$ cat config.mk
export PLATFORM = sky130hd
export DESIGN_NAME = instr_loader
export DESIGN_NICKNAME = d
export VERILOG_FILES = /design/src/rtl/instr_loader.sv
export SDC_FILE = /design/constraint.sdc
export NUM_CORES = 1
export LEC_CHECK = 0
export CAP_MARGIN = 20
export CORE_MARGIN = 1.5
export CORE_UTILIZATION = 50
export DETAILED_ROUTE_END_ITERATION = 7
export DONT_BUFFER_PORTS = 1
export GPL_TIMING_DRIVEN = 1
export PLACE_DENSITY = 0.74
export SETUP_SLACK_MARGIN = 0.1
export SKIP_LAST_GASP = 1
export SLEW_MARGIN = 20
export SYNTH_ARGS = -nofsm -noshare
export SYNTH_HDL_FRONTEND = slang
export SYNTH_SLANG_ARGS = --single-unit
$ cat constraint.sdc
create_clock -name clk -period 2.9 [get_ports clk]
set_input_delay 0.29 -clock clk [delete_from_list [all_inputs] [get_ports clk]]
set_output_delay 0.29 -clock clk [all_outputs]
set_load 0.02 [all_outputs]
$ cat src/rtl/instr_loader.sv
// instr_loader: packs a valid/ready byte stream little-endian into instruction
// words, writes them to instruction memory from byte address 0 and holds the
// CPU in reset until the image is complete.
// Optional feature macro: INSTR_LOADER_CHECKSUM_EN (trailing 8-bit checksum byte).
module instr_loader #(
   parameter int unsigned ADDRESS_WIDTH = 12,
   parameter int unsigned DATA_WIDTH    = 32
) (
   input  logic                     clk,
   input  logic                     rst,
   input  logic                     start,
   input  logic [ADDRESS_WIDTH-2:0] word_count,
   input  logic                     byte_valid,
   input  logic [7:0]               byte_data,
   output logic                     byte_ready,
   output logic                     mem_we,
   output logic [ADDRESS_WIDTH-1:0] mem_addr,
   output logic [DATA_WIDTH-1:0]    mem_wdata,
   output logic                     busy,
   output logic                     done,
   output logic                     cpu_hold,
   output logic                     csum_err
);

   localparam int unsigned BYTES = DATA_WIDTH / 8;
   localparam int unsigned BW    = (BYTES > 1) ? $clog2(BYTES) : 1;
   localparam int unsigned NW    = ADDRESS_WIDTH - 1;
   localparam int unsigned MAXN  = 2 ** (ADDRESS_WIDTH - 2);

   typedef enum logic [2:0] {S_IDLE, S_LOAD, S_WRITE, S_CHECK, S_DONE} state_t;

`ifdef INSTR_LOADER_CHECKSUM_EN
   localparam state_t S_TAIL = S_CHECK;
`else
   localparam state_t S_TAIL = S_DONE;
`endif

   state_t                   state, state_n;
   logic [ADDRESS_WIDTH-1:0] addr, addr_n, mem_addr_n;
   logic [BW-1:0]            kcnt, kcnt_n;
   logic [DATA_WIDTH-1:0]    shreg, shreg_n, mem_wdata_n;
   logic [NW-1:0]            words, words_n, n, n_n, n_clamp;
   logic                     hs;
   logic                     byte_ready_n, mem_we_n, busy_n, done_n, cpu_hold_n;
`ifdef INSTR_LOADER_CHECKSUM_EN
   logic [7:0]               sum, sum_n;
   logic                     csum_err_n;
`endif

   // Next-state, datapath and registered-output next values
   always_comb begin
      state_n     = state;
      addr_n      = addr;
      kcnt_n      = kcnt;
      shreg_n     = shreg;
      words_n     = words;
      n_n         = n;
      mem_addr_n  = mem_addr;
      mem_wdata_n = mem_wdata;
`ifdef INSTR_LOADER_CHECKSUM_EN
      sum_n       = sum;
      csum_err_n  = csum_err;
`endif
      hs      = byte_valid && byte_ready;
      n_clamp = (word_count > NW'(MAXN)) ? NW'(MAXN) : word_count;

      case (state)
         S_IDLE, S_DONE: begin
            if (start) begin
               n_n     = n_clamp;
               addr_n  = '0;
               kcnt_n  = '0;
               shreg_n = '0;
               words_n = '0;
`ifdef INSTR_LOADER_CHECKSUM_EN
               sum_n      = '0;
               csum_err_n = 1'b0;
`endif
               state_n = (n_clamp == '0) ? S_TAIL : S_LOAD;
            end
         end
         S_LOAD: begin
            if (hs) begin
               shreg_n[{kcnt, 3'b000} +: 8] = byte_data;
               kcnt_n = kcnt + BW'(1);
`ifdef INSTR_LOADER_CHECKSUM_EN
               sum_n = sum + byte_data;
`endif
               if (kcnt == BW'(BYTES - 1)) begin
                  state_n     = S_WRITE;
                  mem_addr_n  = addr;
                  mem_wdata_n = shreg_n;
               end
            end
         end
         S_WRITE: begin
            addr_n  = addr + ADDRESS_WIDTH'(BYTES);
            words_n = words + NW'(1);
            state_n = (words_n == n) ? S_TAIL : S_LOAD;
         end
`ifdef INSTR_LOADER_CHECKSUM_EN
         S_CHECK: begin
            if (hs) begin
               csum_err_n = ((sum + byte_data) != 8'd0);
               state_n    = S_DONE;
            end
         end
`endif
         default: state_n = S_IDLE;
      endcase

      byte_ready_n = (state_n == S_LOAD) || (state_n == S_CHECK);
      mem_we_n     = (state_n == S_WRITE);
      busy_n       = (state_n == S_LOAD) || (state_n == S_WRITE) || (state_n == S_CHECK);
      done_n       = (state_n == S_DONE);
`ifdef INSTR_LOADER_CHECKSUM_EN
      cpu_hold_n   = (state_n != S_DONE) || csum_err_n;
`else
      cpu_hold_n   = (state_n != S_DONE);
`endif
   end

   // State and output registers
   always_ff @(posedge clk or negedge rst) begin
      if (!rst) begin
         state      <= S_IDLE;
         addr       <= '0;
         kcnt       <= '0;
         shreg      <= '0;
         words      <= '0;
         n          <= '0;
         byte_ready <= 1'b0;
         mem_we     <= 1'b0;
         mem_addr   <= '0;
         mem_wdata  <= '0;
         busy       <= 1'b0;
         done       <= 1'b0;
         cpu_hold   <= 1'b1;
      end else begin
         state      <= state_n;
         addr       <= addr_n;
         kcnt       <= kcnt_n;
         shreg      <= shreg_n;
         words      <= words_n;
         n          <= n_n;
         byte_ready <= byte_ready_n;
         mem_we     <= mem_we_n;
         mem_addr   <= mem_addr_n;
         mem_wdata  <= mem_wdata_n;
         busy       <= busy_n;
         done       <= done_n;
         cpu_hold   <= cpu_hold_n;
      end
   end

`ifdef INSTR_LOADER_CHECKSUM_EN
   // Running image checksum and sticky mismatch flag
   always_ff @(posedge clk or negedge rst) begin
      if (!rst) begin
         sum      <= '0;
         csum_err <= 1'b0;
      end else begin
         sum      <= sum_n;
         csum_err <= csum_err_n;
      end
   end
`else
   assign csum_err = 1'b0;
`endif

endmodule

==> results.sh <==
export IMPL_run_status="complete, but fails checks"
export IMPL_failed_checks="hold timing"
export IMPL_drv_cap=0
export IMPL_synthesis_area_um2=5478
export IMPL_ctsResizeCount=0
export IMPL_synth_top_family_by_area="simple AND/OR/NAND/NOR gates"
export IMPL_synthCells=559
export IMPL_dp_cells=670
export IMPL_max_freq_ghz=0.4156
export IMPL_synth_commonest_cells="dfrtp_1 (115), nand2_1 (98), o21ai_0 (60), a21oi_1 (40), a22o_1 (39)"
export IMPL_avgViaCountPerCell=5.742
export IMPL_cts_root_buf="clkbuf_8"
export IMPL_leakage_nw=2.915
export IMPL_setup_viol=0
export IMPL_synth_top_area_share_pct=52.54
export IMPL_drv_slew=0
export IMPL_initial_core_util_pct=50.98
export IMPL_hold_viol=116
export IMPL_ys_seq_area_share_pct=53.02
export IMPL_synth_compound_area_share_pct=19.37
export IMPL_synthFlopType="dfrtp_1"
export IMPL_synth_area_leaders="dfrtp_1 (53%), nand2_1 (6.7%), a22o_1 (6.2%)"
export IMPL_ys_ff_latch=116
export IMPL_dp_final_hpwl_um=7882
export IMPL_nets=599
export IMPL_drive_above_1_share_pct=9.122
export IMPL_relSlewSlack_pct=41.82
export IMPL_cp_num_buf_inv=0
export IMPL_yosys_area_share_simple_pct=19.96
export IMPL_met3_length_um=673
export IMPL_period_share_pct=82.97
export IMPL_final_cells=722
export IMPL_antenna_found_initial=1
export IMPL_worst_path_largest_cell_delay_ps=430
export IMPL_path_cells="ha_1, and4_4, nand4_2, a2111oi_4, o211ai_2, nor4_1, o32ai_1"
export IMPL_die_w_um=107.7
export IMPL_firstDrtPassIters=5
export IMPL_cts_sinks=116
export IMPL_grt_pass1_wl_um=20630
export IMPL_gp_congestion=0.8791
export IMPL_yosysMostFrequentCell="dfrtp_1"
export IMPL_timing_hold_ws_ps=-535.9
export IMPL_critPathSlowestCell="dfrtp_1"
export IMPL_drtIter0Drc=344
export IMPL_min_path_type="primary input to async pin"
export IMPL_endpoint_kind="flop"
export IMPL_required_ps=3250
export IMPL_synth_top_cell_by_area="dfrtp_1"
export IMPL_clock_latency_ps=520
export IMPL_critical_path_arrival_ps=2760
export IMPL_synth_xor_area_share_pct=1.599
export IMPL_drc=0
export IMPL_num_vias=4146
export IMPL_grt_pass1_vias=4190
export IMPL_period_needed_ps=2406
export IMPL_antenna_left=0
export IMPL_synth_fa_ha_area_share_pct=1.827
export IMPL_topRoutingLayerUsed="met4"
export IMPL_cts_buffer_depth=2
export IMPL_cts_hold_buf=19
export IMPL_grt_use_total_pct=23.25
export IMPL_rsz0062_at_grt="false"
export IMPL_std_cell_rows=38
export IMPL_synth_distinct_cells=56
export IMPL_fillers=903
export IMPL_crit_family="simple AND/OR/NAND/NOR gates"
export IMPL_cts_buffers=17
export IMPL_synth_async_reset_ratio_pct=100.0
export IMPL_h_tree_depth=4
export IMPL_pin_count=73
export IMPL_portBuffers=0
export IMPL_die_h_um=107.7
export IMPL_synth_mux_area_share_pct=0.5482
export IMPL_critPathKind="flop to flop"
export IMPL_cts_tree="done"
export IMPL_dieArea_um2=11590
export IMPL_routedWlPerCell_um=17.16
export IMPL_synth_edf_count=0
export IMPL_wirelength_met1_um=5318
export IMPL_cp_max_fo=8
export IMPL_ir_drop_v=0.0004065
export IMPL_powerDensity_nw_per_um2=909.4
export IMPL_grt_remaining_overflow=0
export IMPL_yosysWarnings=0
export IMPL_path_clk_slew_ps=60
export IMPL_dr_wl_met2_um=6164
export IMPL_synth_area_per_cell_um2=9.799
export IMPL_worst_pin_slew_ps=870.1
export IMPL_area_growth_pct=16.35
export IMPL_routed_wirelength_um=12390
export IMPL_core_um2=10750
export IMPL_startpoint_type="flop"
export IMPL_grt_start_max_net_pins=117
export IMPL_clock_skew_ps=6.306
export IMPL_fin_tns_setup_ps=0
==> layout by cell type, fill, tap and decap left out, types with 3 or more instances in the layout <==
cell           count
buf_4              8
o21ai_0           60
clkbuf_16         16
clkinvlp_4         3
ha_1               8
nor2b_1           32
dfrtp_1          115
a22o_1            39
a21oi_1           40
nor3_1             5
nand4_1            6
or2_2              3
nand3_1            7
nor2_1            19
and2_1             8
dlygate4sd3_1     19
bufinv_16          5
clkinv_2           3
nand3b_1           8
o31ai_1            6
inv_1              5
nand2b_1           3
nand2_1           98
a31oi_1            7
conb_1             3
xor2_1             6
xnor2_1            4
mux2i_1            3
==> cell type report <==
cell class / instances / area (µm²) / share of cell area [%]
Clock buffer: 19 / 431.7 / 6.773
Tap cell: 140 / 175.2 / 2.748
Inverter: 5 / 18.77 / 0.2945
Multi-Input combinational cell: 401 / 2386 / 37.44
Antenna cell: 1 / 2.502 / 0.03926
Sequential cell: 116 / 2904 / 45.56
Clock inverter: 13 / 205.2 / 3.219
Timing Repair Buffer: 27 / 250.2 / 3.926
==> sequential cells by signal, summed over array words and instances, names as in the netlist <==
name	flops
mem_wdata	32
shreg	32
n	11
words	11
addr	10
mem_addr	10
state	3
kcnt	2
busy	1
byte_ready	1
cpu_hold	1
done	1
mem_we	1
==> cells by family after synthesis <==
family	after synthesis
buffers and inverters	44
muxes	3
adders and majority gates	8
xor gates and xnor gates	10
and+or+nand+nor	212
AOI/OAI and AO/OA	165
DFF	116
other	1
==> repair_timing <==
item | 4_1_cts | 5_1_grt
setup endpoints to repair | 0 | 0
endpoints found under the hold margin | 190 | 116
buffers inserted | 0 | 0
==> metal layers <==
metal | vias to the layer above | track usage [%]
met2 | 140 | 39.22
met1 | 2005 | 28.19
met5 | - | 0
li1 | 1978 | -
met3 | 23 | 6.295
met4 | 0 | 9.398
==> stage by stage <==
| step | hold WS (ps) | total power [mW] | setup slack (ps) | utilization [%] | area (µm²) |
|---|---|---|---|---|---|
| 2_1_floorplan | -5.591 | 3.244 | 697.3 | - | 5485 |
| 3_3_place_gp | -3.180 | 3.460 | 621.2 | 51.57 | 5542 |
| 3_5_place_dp | -2.800 | 3.525 | 527.7 | 51.57 | 5542 |
| 4_1_cts | -557.1 | 5.829 | 514.8 | 59.27 | 6369 |
| 5_1_grt | -564.9 | 6.108 | 326.9 | 59.32 | 6374 |
| 6_report | -535.9 | 5.796 | 493.8 | 59.32 | 6374 |
==> path summary, 6_finish.rpt <==
path,slack [ps],depth (start not counted),start,end
worst max-delay path,490,7,words[0],state[0]
worst min-delay path,-540,0,rst,shreg[12]
worst max register to register,490,7,words[0],state[0]
worst min register to register,490,1,shreg[29],shreg[29]
max in group asynchronous,3190,0,rst,cpu_hold
min in group clk,20,2,byte_data[4],mem_wdata[28]
==> power breakdown <==
| part | internal (mW) | total, mW | switching [mW] |
|---|---|---|---|
| sequential | 1.96 | 2.43 | 0.476 |
| combinational | 0.454 | 1.11 | 0.659 |
| clock | 1.50 | 2.25 | 0.747 |
| total | 3.91 | 5.80 | 1.88 |
Note: power is estimated with default switching activity, not from simulation.
